===== src/rtl/regfile_rd_seq.sv =====
// Burst read sequencer: walks a register file from base_i for len_i entries and
// streams the data out on a valid/ready port. Optional clear pulse via REGFILE_RD_CLR_EN.
module regfile_rd_seq #(
  parameter int AW = 3,
  parameter int DW = 8
) (
  input  logic          clk,
  input  logic          rst,
  input  logic          start_i,
  input  logic [AW-1:0] base_i,
  input  logic [AW:0]   len_i,
  input  logic          abort_i,
  output logic [AW-1:0] raddr_o,
  input  logic [DW-1:0] rdata_i,
  output logic          valid_o,
  output logic [DW-1:0] data_o,
  input  logic          ready_i,
  output logic          busy_o,
  output logic          done_o,
  output logic          clr_o
);

  typedef enum logic [1:0] {
    IDLE = 2'd0,
    READ = 2'd1,
    DONE = 2'd2
  } state_t;

  state_t        state_q, state_d;
  logic [AW-1:0] ptr_q, ptr_d;
  logic [AW:0]   rem_q, rem_d;
  logic          valid_q, valid_d;
  logic [DW-1:0] data_q, data_d;

  always_comb begin
    state_d = state_q;
    ptr_d   = ptr_q;
    rem_d   = rem_q;
    valid_d = valid_q;
    data_d  = data_q;

    case (state_q)
      IDLE: begin
        valid_d = 1'b0;
        if (start_i) begin
          ptr_d   = base_i;
          rem_d   = len_i;
          state_d = (len_i != '0) ? READ : DONE;
        end
      end

      READ: begin
        // Abort dominates; a beat handshaken in this cycle is simply taken as consumed.
        if (abort_i) begin
          state_d = IDLE;
          valid_d = 1'b0;
        end else if (valid_q && ready_i && rem_q == '0) begin
          valid_d = 1'b0;
          state_d = DONE;
        end else if (rem_q != '0 && (!valid_q || ready_i)) begin
          data_d  = rdata_i;
          valid_d = 1'b1;
          ptr_d   = ptr_q + 1'b1;
          rem_d   = rem_q - 1'b1;
        end else if (!valid_q && rem_q == '0) begin
          state_d = DONE;
        end
      end

      DONE: begin
        state_d = IDLE;
      end

      default: begin
        state_d = IDLE;
        valid_d = 1'b0;
      end
    endcase
  end

  always_ff @(posedge clk or posedge rst) begin
    if (rst) begin
      state_q <= IDLE;
      ptr_q   <= '0;
      rem_q   <= '0;
      valid_q <= 1'b0;
      data_q  <= '0;
    end else begin
      state_q <= state_d;
      ptr_q   <= ptr_d;
      rem_q   <= rem_d;
      valid_q <= valid_d;
      data_q  <= data_d;
    end
  end

  assign raddr_o = ptr_q;
  assign valid_o = valid_q;
  assign data_o  = data_q;
  assign busy_o  = (state_q != IDLE);
  assign done_o  = (state_q == DONE);

`ifdef REGFILE_RD_CLR_EN
  // Remembers whether the burst in flight was non-empty, so a zero-length request never clears.
  logic nz_q, nz_d;

  always_comb begin
    nz_d = nz_q;
    if (state_q == IDLE && start_i) begin
      nz_d = (len_i != '0);
    end
  end

  always_ff @(posedge clk or posedge rst) begin
    if (rst) begin
      nz_q <= 1'b0;
    end else begin
      nz_q <= nz_d;
    end
  end

  assign clr_o = (state_q == DONE) && nz_q;
`else
  assign clr_o = 1'b0;
`endif

endmodule


===== config.mk =====
export PLATFORM = sky130hd
export DESIGN_NAME = regfile_rd_seq
export DESIGN_NICKNAME = d
export VERILOG_FILES = /design/src/rtl/regfile_rd_seq.sv
export SDC_FILE = /design/constraint.sdc
export NUM_CORES = 1
export LEC_CHECK = 0
export CAP_MARGIN = 15
export CORE_ASPECT_RATIO = 0.9
export CORE_UTILIZATION = 43
export DETAILED_ROUTE_END_ITERATION = 7
export MAX_ROUTING_LAYER = met4
export PLACE_DENSITY = 0.78
export SKIP_LAST_GASP = 1
export SLEW_MARGIN = 15
export SYNTH_ARGS = -nofsm -noshare
export SYNTH_HDL_FRONTEND = slang
export SYNTH_SLANG_ARGS = --single-unit

===== constraint.sdc =====
create_clock -name clk -period 2.2 [get_ports clk]
set_clock_uncertainty 0.2 [all_clocks]
set_input_delay 0.33 -clock clk [delete_from_list [all_inputs] [get_ports clk]]
set_output_delay 0.33 -clock clk [all_outputs]
set_load 0.03 [all_outputs]

==> results of run 1 <==
placed cells by master (no fill, tap or decap), types with 2 or more instances in the layout:
master / netlist / routed
o21bai_1: 2 / 2
nor2b_1: 4 / 4
a221o_1: 3 / 3
and2b_1: 2 / 2
ha_1: 3 / 3
mux2_2: 8 / 8
a21oi_1: 4 / 4
clkdlybuf4s50_1: 0 / 31
clkbuf_4: 0 / 3
nand2_1: 2 / 2
nor2_1: 9 / 9
inv_1: 6 / 6
dfrtp_1: 18 / 18
what timing repair did:
action,in CTS,in global routing
gates cloned,0,0
hold buffers,0,0
gates resized for setup,1,1
setup endpoints to repair,1,1
registers in the layout, indices dropped and copies added (netlist names):
register,cells
rem_q,4
raddr_o,3
data_o,8
valid_o,1
state_q,2
metrics by stage:
stage / power [W] / utilization [%] / cells
CTS: 0.00193 / 66.5 / 145
global route: 0.00203 / 66.7 / 145
floorplan: 0.00137 / - / 85
finish: 0.00191 / 66.7 / 145
detailed placement: 0.00177 / 65.5 / 142
global placement: 0.00174 / 65.5 / 142
power by group through the flow:
| stage | sequential [W] | combinational [W] | clock, W |
|---|---|---|---|
| floorplan | 0.000838 | 0.000533 | 0 |
| global placement | 0.000636 | 0.00111 | 0 |
| detailed placement | 0.000647 | 0.00113 | 0 |
| CTS | 0.000642 | 0.00112 | 0.000161 |
| global route | 0.000663 | 0.00119 | 0.000177 |
| finish | 0.000638 | 0.00111 | 0.000156 |
kinds of logic after synthesis:
| family | share of synthesized area (%) |
|---|---|
| other cells | 0.389 |
| fa+ha+maj | 3.89 |
| flops | 46.7 |
| simple gates | 18.9 |
| mux | 10.4 |
| buf+inv | 4.28 |
| compound gates | 15.4 |
worst paths after layout:
check	from	to	slack (ns)	cells past startpoint
max in group asynchronous	rst	valid_o	1.13	2
min in group clk	valid_o	valid_o	0.31	2
max reg2reg	rem_q[0]	rem_q[0]	0.18	7
min reg2reg	valid_o	valid_o	0.31	2
max	rem_q[0]	rem_q[0]	0.18	7
min	rst	raddr_o[1]	0.24	2
layout make-up:
class / instances / area share [%]
multi-input cells: 59 / 35.3
flip-flops and latches: 18 / 33.6
repair buffers: 34 / 25.3
well taps: 25 / 2.34
clock buffers: 3 / 1.68
inverters: 6 / 1.68
per-layer routing:
layer | vias up | part of all wire, % | GRT usage [%]
li1 | 380 | - | -
met1 | 381 | 43 | 23.6
met2 | 35 | 48 | 32.1
met3 | 4 | 7.4 | 5.18
met4 | 0 | 1.1 | 9.73
met5 | - | 0 | -
==> flow_summary.toml, run 1 <==
[status]
outcome = "completed"

[clock_network]
htree_levels = 1
cts_max_path_buffers = 2
clk_pin_slew_ns = 0.10
cts_setup_buffers = 0
clkSinkCount = 18
cts_buffers = 3
clockRootBuffer = "clkbuf_4"
cts_tree = "done"
insertion_delay_ns = 0.28

[detailed_routing]
routedWlPerCell_um = 14.1
drc = 0
via_per_inst = 5.52
vias = 800
firstDrtPassIters = 4
finalWirelength_um = 2040
drtAntennaViolNets = 0
drtIter0Drc = 16

[power_and_ir_drop]
power_frac_comb_pct = 58.3
p_seq_share_pct = 33.5
power_density_nw_per_um2 = 1420
power.share.switching_pct = 43.2
peakVddDrop_mv = 0.939
clkPwrFrac_pct = 8.2
leakagePower_nw = 0.590
p_int_w = 0.00108
p_switching_w = 0.000823

[placed_design]
io_buffers = 33
place_congestion = 0.764
pre_cts_ws_ns = 0.0976
postPlaceCellArea_um2 = 1320
dp_hpwl_um = 1570

[timing]
setup_viol = 0
min_period_ns = 2.02
final_max_slew_viol_count = 0
worst_slack_ns = 0.178
rsz0062_at_grt = "false"
hold_violations = 0
tightest_slew_ns = 0.678
slew-limit-headroom_pct = 54.8
fin_crit_sh_pct = 91.9
fmax_mhz = 495
hold_ws_ns = 0.238
final.setup.tns_ns = 0

[setup_path]
end_kind = "flop"
path_class = "flop to flop"
critPathRequiredTime_ns = 2.18
path_cells = "inv_1, ha_1, nor3b_4, nor4_4, buf_4, and2_1, a221o_1"
critPathMaxFanout = 12
crit_family = "simple AND/OR/NAND/NOR gates"
worstSetupStartpointType = "flop"
cpPeakStageDelay_ns = 0.41
path_buf_inv = 2
slowest_stage = "dfrtp_1"
critPathArrivalTime_ns = 2.00

[synthesis]
synth_edf_count = 0
syn_area_um2 = 965
ys_types = 35
syn_inst = 85
ys_ff_latch = 18
synth_top_area_share_pct = 46.7
ys_top_cells_by_count = "dfrtp_1 (18), nor2_1 (9), mux2_2 (8), inv_1 (6)"
synthMostInstantiatedCell = "dfrtp_1"
async_reset_ff_share_pct = 100
synthesis.nets = 108
yosys.area.top_type = "dfrtp_1"
synth_area_per_cell_um2 = 11.3
ys.flop_type = "dfrtp_1"
yosysWarnings = 0
yosysSeqAreaShare_pct = 46.7
ys_top_cells_by_area = "dfrtp_1 (47%), mux2_2 (9.3%), ha_1 (3.9%)"

[floorplan]
die_h_um = 46.9
initial_core_util_pct = 48.0
die_x_um = 51.9
io_pins = 35
fp.dieArea_um2 = 2440
core_region_area_um2 = 2010
rows = 15

[cells_and_area]
multiInputGateArea_um2 = 473
syn_to_final_growth_pct = 38.8
finalInstanceArea_um2 = 1340
ff_latch_area_um2 = 450
drive_above_1_share_pct = 14.2
fillers = 160
fin_nets = 145
antenna_cells = 0

[global_routing]
first_global_vias = 771
antenna_found_initial = 0
grt_usage_pct = 20.0
grt_pass1_wl_um = 3320
grt_max_degree = 19
globalRouteOverflowTotal = 0

[flow_run]
cap_violations = 0

[worst_hold_path]
hold_class = "primary input to async pin"
No activity file was read; power rests on OpenSTA's default activity.
==> run 2: changes to the inputs <==
Settings changed: CTS_CLUSTER_SIZE set to 40.
Clock period 2.2 ns to 1.9 ns, I/O delays scaled along.
==> run 2 against run 1 <==
Worst hold slack got worse by 0.15 ns. Global-route usage is 2.2 points higher. Count of clock-buffer cells in the layout rose by 1. Non-clock buffer count grew 9. Total power up 25%. Die area unchanged. Wire length is 12% higher. Sequential power is 14% higher. Sequential cell count stayed put. Worst setup slack worse by 0.13 ns.
==> flow_summary.toml, run 2 (synthesized netlist as in run 1, its figures left out) <==
[status]
outcome = "completed"

[clock_network]
insertion_delay_ns = 0.30
cts_buffers = 3
clkSinkCount = 18
cts_tree = "done"
htree_levels = 1
cts_max_path_buffers = 2
clk_pin_slew_ns = 0.11
holdBufCountCts = 0
clockRootBuffer = "clkbuf_4"

[timing]
slew-limit-headroom_pct = 66.7
fin_crit_sh_pct = 97.3
worst_slack_ns = 0.0518
min_period_ns = 1.85
fmax_mhz = 541
tightest_slew_ns = 0.498
final.setup.tns_ns = 0
final_max_slew_viol_count = 0
rsz0062_at_grt = "true"
setup_viol = 0
hold_violations = 0

[floorplan]
rows = 15
core_region_area_um2 = 2010
io_pins = 35
die_x_um = 51.9
fp.dieArea_um2 = 2440
initial_core_util_pct = 48.0
die_h_um = 46.9

[cells_and_area]
layout_common_cells = "clkdlybuf4s50_1 (28), dfrtp_1 (18), nor2_1 (9), buf_4 (9), mux2_2 (8)"
syn_to_final_growth_pct = 48.0
fin_nets = 154
antenna_cells = 0
finalInstanceArea_um2 = 1430
largest_reg_flops = 8
drive_above_1_share_pct = 24.6
final_common_cell = "clkdlybuf4s50_1"

[detailed_routing]
finalWirelength_um = 2300
firstDrtPassIters = 4
routedWlPerCell_um = 14.8
vias = 839
drtIter0Drc = 21
drc = 0
drtAntennaViolNets = 0
via_per_inst = 5.41

[global_routing]
globalRouteOverflowTotal = 0
gr-max-usage-layer = "met2"
grt_pass1_wl_um = 3580
antenna_found_initial = 0
gr-usage-met3_pct = 4.85
globalRouteMet2Util_pct = 37.4
grt_max_degree = 19
grt.met1_usage_pct = 25.8
grt_usage_pct = 22.2
first_global_vias = 824

[setup_path]
r2r_slack_ns = 0.07
path_buf_inv = 1
critPathMaxFanout = 2
slowest_stage = "clkdlybuf4s50_1"
r2r-end = "rem_q[0]"
end_kind = "primary output"
crit_family = "buffers and inverters"
critPathArrivalTime_ns = 1.36
reg2reg_depth = 7
r2r_start = "rem_q[0]"
path_class = "flop to primary output"
worstSetupStartpointType = "flop"
path_cells = "clkdlybuf4s50_1"
crit_start = "data_o[6]"
cpPeakStageDelay_ns = 0.69
critPathRequiredTime_ns = 1.41

[placed_design]
pre_cts_ws_ns = -0.141
place_congestion = 0.872
io_buffers = 33
postPlaceCellArea_um2 = 1400
dp_hpwl_um = 1810

[worst_hold_path]
hold_class = "primary input to async pin"

[power_and_ir_drop]
power_density_nw_per_um2 = 1670
leakagePower_nw = 0.646
totalPowerFinal_w = 0.00239
peakVddDrop_mv = 1.22

[flow_run]
cap_violations = 0
-- run 2: changes by cell type in the layout (fill, tap and decap cells not counted) --
cell | before | now
ha_1 | 3 | 2
dlymetal6s2s_1 | 1 | 2
buf_12 | 0 | 1
inv_1 | 6 | 4
clkdlybuf4s50_1 | 31 | 28
buf_4 | 1 | 9
inv_2 | 0 | 2
clkbuf_8 | 0 | 1
ha_2 | 0 | 1
clkbuf_2 | 0 | 2
-- run 2: how the worst max path moves through the flow --
stage                 end  slack, ns  cells after the start
6_report        data_o[6]       0.05                      1
5_1_grt          rem_q[0]      -0.02                      7
4_1_cts        raddr_o[1]      0.002                      1
3_5_place_dp    data_o[1]      -0.14                      5
3_3_place_gp    data_o[1]      -0.11                      5
2_1_floorplan   data_o[0]       0.08                      6
-- run 2: area by class of cell --
| cell class | count | area [µm²] |
|---|---|---|
| multi-input combinational | 59 | 475 |
| timing repair buffer | 43 | 412 |
| fill | 156 | 581 |
| tap | 25 | 31.3 |
| inverter | 6 | 22.5 |
| clock buffer | 4 | 36.3 |
| sequential | 18 | 450 |
-- run 2: timing repair --
item | CTS | global route
pin swaps | 1 | 0
endpoints found under the setup margin | 8 | 9
setup buffers | 0 | 1
gates resized for setup | 4 | 8
-- run 2: power breakdown --
group          switching, W  total [W]  internal [W]
clock              0.000122   0.000239      0.000117
sequential         0.000158   0.000728      0.000570
combinational      0.000729    0.00142      0.000692
total               0.00101    0.00239       0.00138
-- run 2: worst reg2reg max path, delay by kind of cell (launching register included) --
family,cells,cell delay (ns)
and+or+nand+nor,3,0.50
DFF,1,0.41
AOI/OAI and AO/OA,1,0.25
buffers and inverters,2,0.21
adders and majority gates,1,0.17
-- run 2: metal layers --
metal / wire, µm / vias to the layer above / share of wire (%)
li1: - / 398 / -
met1: 1010 / 396 / 44
met2: 1090 / 41 / 47
met3: 155 / 4 / 6.8
met4: 38 / 0 / 1.7
met5: 0 / - / 0
-- run 2: through the flow --
| stage | util, % | hold slack, ns | cells |
|---|---|---|---|
| after floorplan | - | 0.0236 | 85 |
| final | 71.1 | 0.0862 | 155 |
| after global routing | 71.1 | 0.114 | 155 |
| after detailed placement | 69.5 | 0.297 | 151 |
| after CTS | 71.2 | 0.0904 | 155 |
| after global placement | 69.5 | 0.289 | 151 |
==> run 3: changes to the inputs <==
Settings changed: SKIP_LAST_GASP 1 to unset.
==> run 3 against run 2 <==
Sequential share of layout area is 0.22 points lower. Design area grew 0.70%. Worst setup slack about the same. Total power is 0.98% higher. Critical path type unchanged. Largest cell class unchanged.
==> flow_summary.toml, run 3 (synthesized netlist as in run 1, its figures left out) <==
[cells_and_area]
layout_common_cells = "clkdlybuf4s50_1 (28), dfrtp_1 (18), nor2_1 (9), buf_4 (9), mux2_2 (8)"
syn_to_final_growth_pct = 49.0
antenna_cells = 0
largest_reg_flops = 8
final_common_cell = "clkdlybuf4s50_1"
utilization_pct = 71.6
drive_above_1_share_pct = 24.6
fin_nets = 154

[clock_network]
cts_tree = "done"
clockRootBuffer = "clkbuf_4"
cts_buffers = 3
clkSinkCount = 18
holdBufCountCts = 0
htree_levels = 1
insertion_delay_ns = 0.30
clk_pin_slew_ns = 0.11
cts_max_path_buffers = 2

[power_and_ir_drop]
peakVddDrop_mv = 1.22
totalPowerFinal_w = 0.00241
leakagePower_nw = 0.648
power_density_nw_per_um2 = 1680

[floorplan]
core_region_area_um2 = 2010
die_x_um = 51.9
fp.dieArea_um2 = 2440
rows = 15
io_pins = 35
die_h_um = 46.9
initial_core_util_pct = 48.0

[worst_hold_path]
hold_class = "primary input to async pin"

[detailed_routing]
firstDrtPassIters = 4
finalWirelength_um = 2310
routedWlPerCell_um = 14.9
drtIter0Drc = 21
vias = 838
via_per_inst = 5.41
drc = 0
drtAntennaViolNets = 0

[timing]
final_max_slew_viol_count = 0
min_period_ns = 1.85
fin_crit_sh_pct = 97.3
setup_viol = 0
hold_ws_ns = 0.0861
rsz0062_at_grt = "false"
fmax_mhz = 541
worst_slack_ns = 0.0518
slew-limit-headroom_pct = 66.7
tightest_slew_ns = 0.498
final.setup.tns_ns = 0
hold_violations = 0

[global_routing]
antenna_found_initial = 0
grt_usage_pct = 22.2
grt_max_degree = 19
grt_pass1_wl_um = 3580
first_global_vias = 824
globalRouteOverflowTotal = 0

[setup_path]
critPathArrivalTime_ns = 1.36
slowest_stage = "clkdlybuf4s50_1"
reg2reg_depth = 7
critPathMaxFanout = 2
end_kind = "primary output"
critPathRequiredTime_ns = 1.41
worstSetupStartpointType = "flop"
path_cells = "clkdlybuf4s50_1"
r2r_start = "rem_q[0]"
crit_cells = 1
path_class = "flop to primary output"
path_buf_inv = 1
crit_family = "buffers and inverters"
cpPeakStageDelay_ns = 0.69
r2r_slack_ns = 0.08
r2r-end = "rem_q[0]"

[flow_run]
cap_violations = 0

[placed_design]
place_congestion = 0.872
io_buffers = 33
dp_hpwl_um = 1810
pre_cts_ws_ns = -0.141

[status]
outcome = "completed"
run 3: worst max-delay path by stage:
stage	startpoint	to	slack, ns
2_1_floorplan	rem_q[0]	data_o[0]	0.08
3_3_place_gp	ready_i	data_o[1]	-0.11
3_5_place_dp	ready_i	data_o[1]	-0.14
4_1_cts	raddr_o[1]	raddr_o[1]	0.002
5_1_grt	rem_q[0]	rem_q[0]	0.01
6_report	data_o[6]	data_o[6]	0.05
run 3: power by group:
group	internal [W]	switching [W]	total, W
registers	0.000570	0.000158	0.000728
clock network	0.000117	0.000122	0.000239
logic	0.000705	0.000739	0.00144
total	0.00139	0.00102	0.00241
run 3: final cells by class:
class	instances	area [µm²]
Multi-Input combinational cell	59	485
Sequential cell	18	450
Fill cell	156	571
Clock buffer	4	36.3
Tap cell	25	31.3
Timing Repair Buffer	43	412
Inverter	6	22.5
run 3: routing by layer:
| layer | global-route usage [%] | vias up | wire length, µm |
|---|---|---|---|
| li1 | - | 399 | - |
| met1 | 25.8 | 394 | 1020 |
| met2 | 37.4 | 41 | 1090 |
| met3 | 4.85 | 4 | 159 |
| met4 | 9.73 | 0 | 38 |
| met5 | - | - | 0 |
run 3: metrics by stage:
| step | cells | instance area (µm²) |
|---|---|---|
| 2_1_floorplan | 85 | 965 |
| 3_3_place_gp | 151 | 1400 |
| 3_5_place_dp | 151 | 1400 |
| 4_1_cts | 155 | 1430 |
| 5_1_grt | 155 | 1440 |
| 6_report | 155 | 1440 |
run 3: what timing repair did:
action,CTS,global route
resized for setup,4,9
endpoints found under the setup margin,8,9
pin swaps,1,0
buffers inserted,0,1
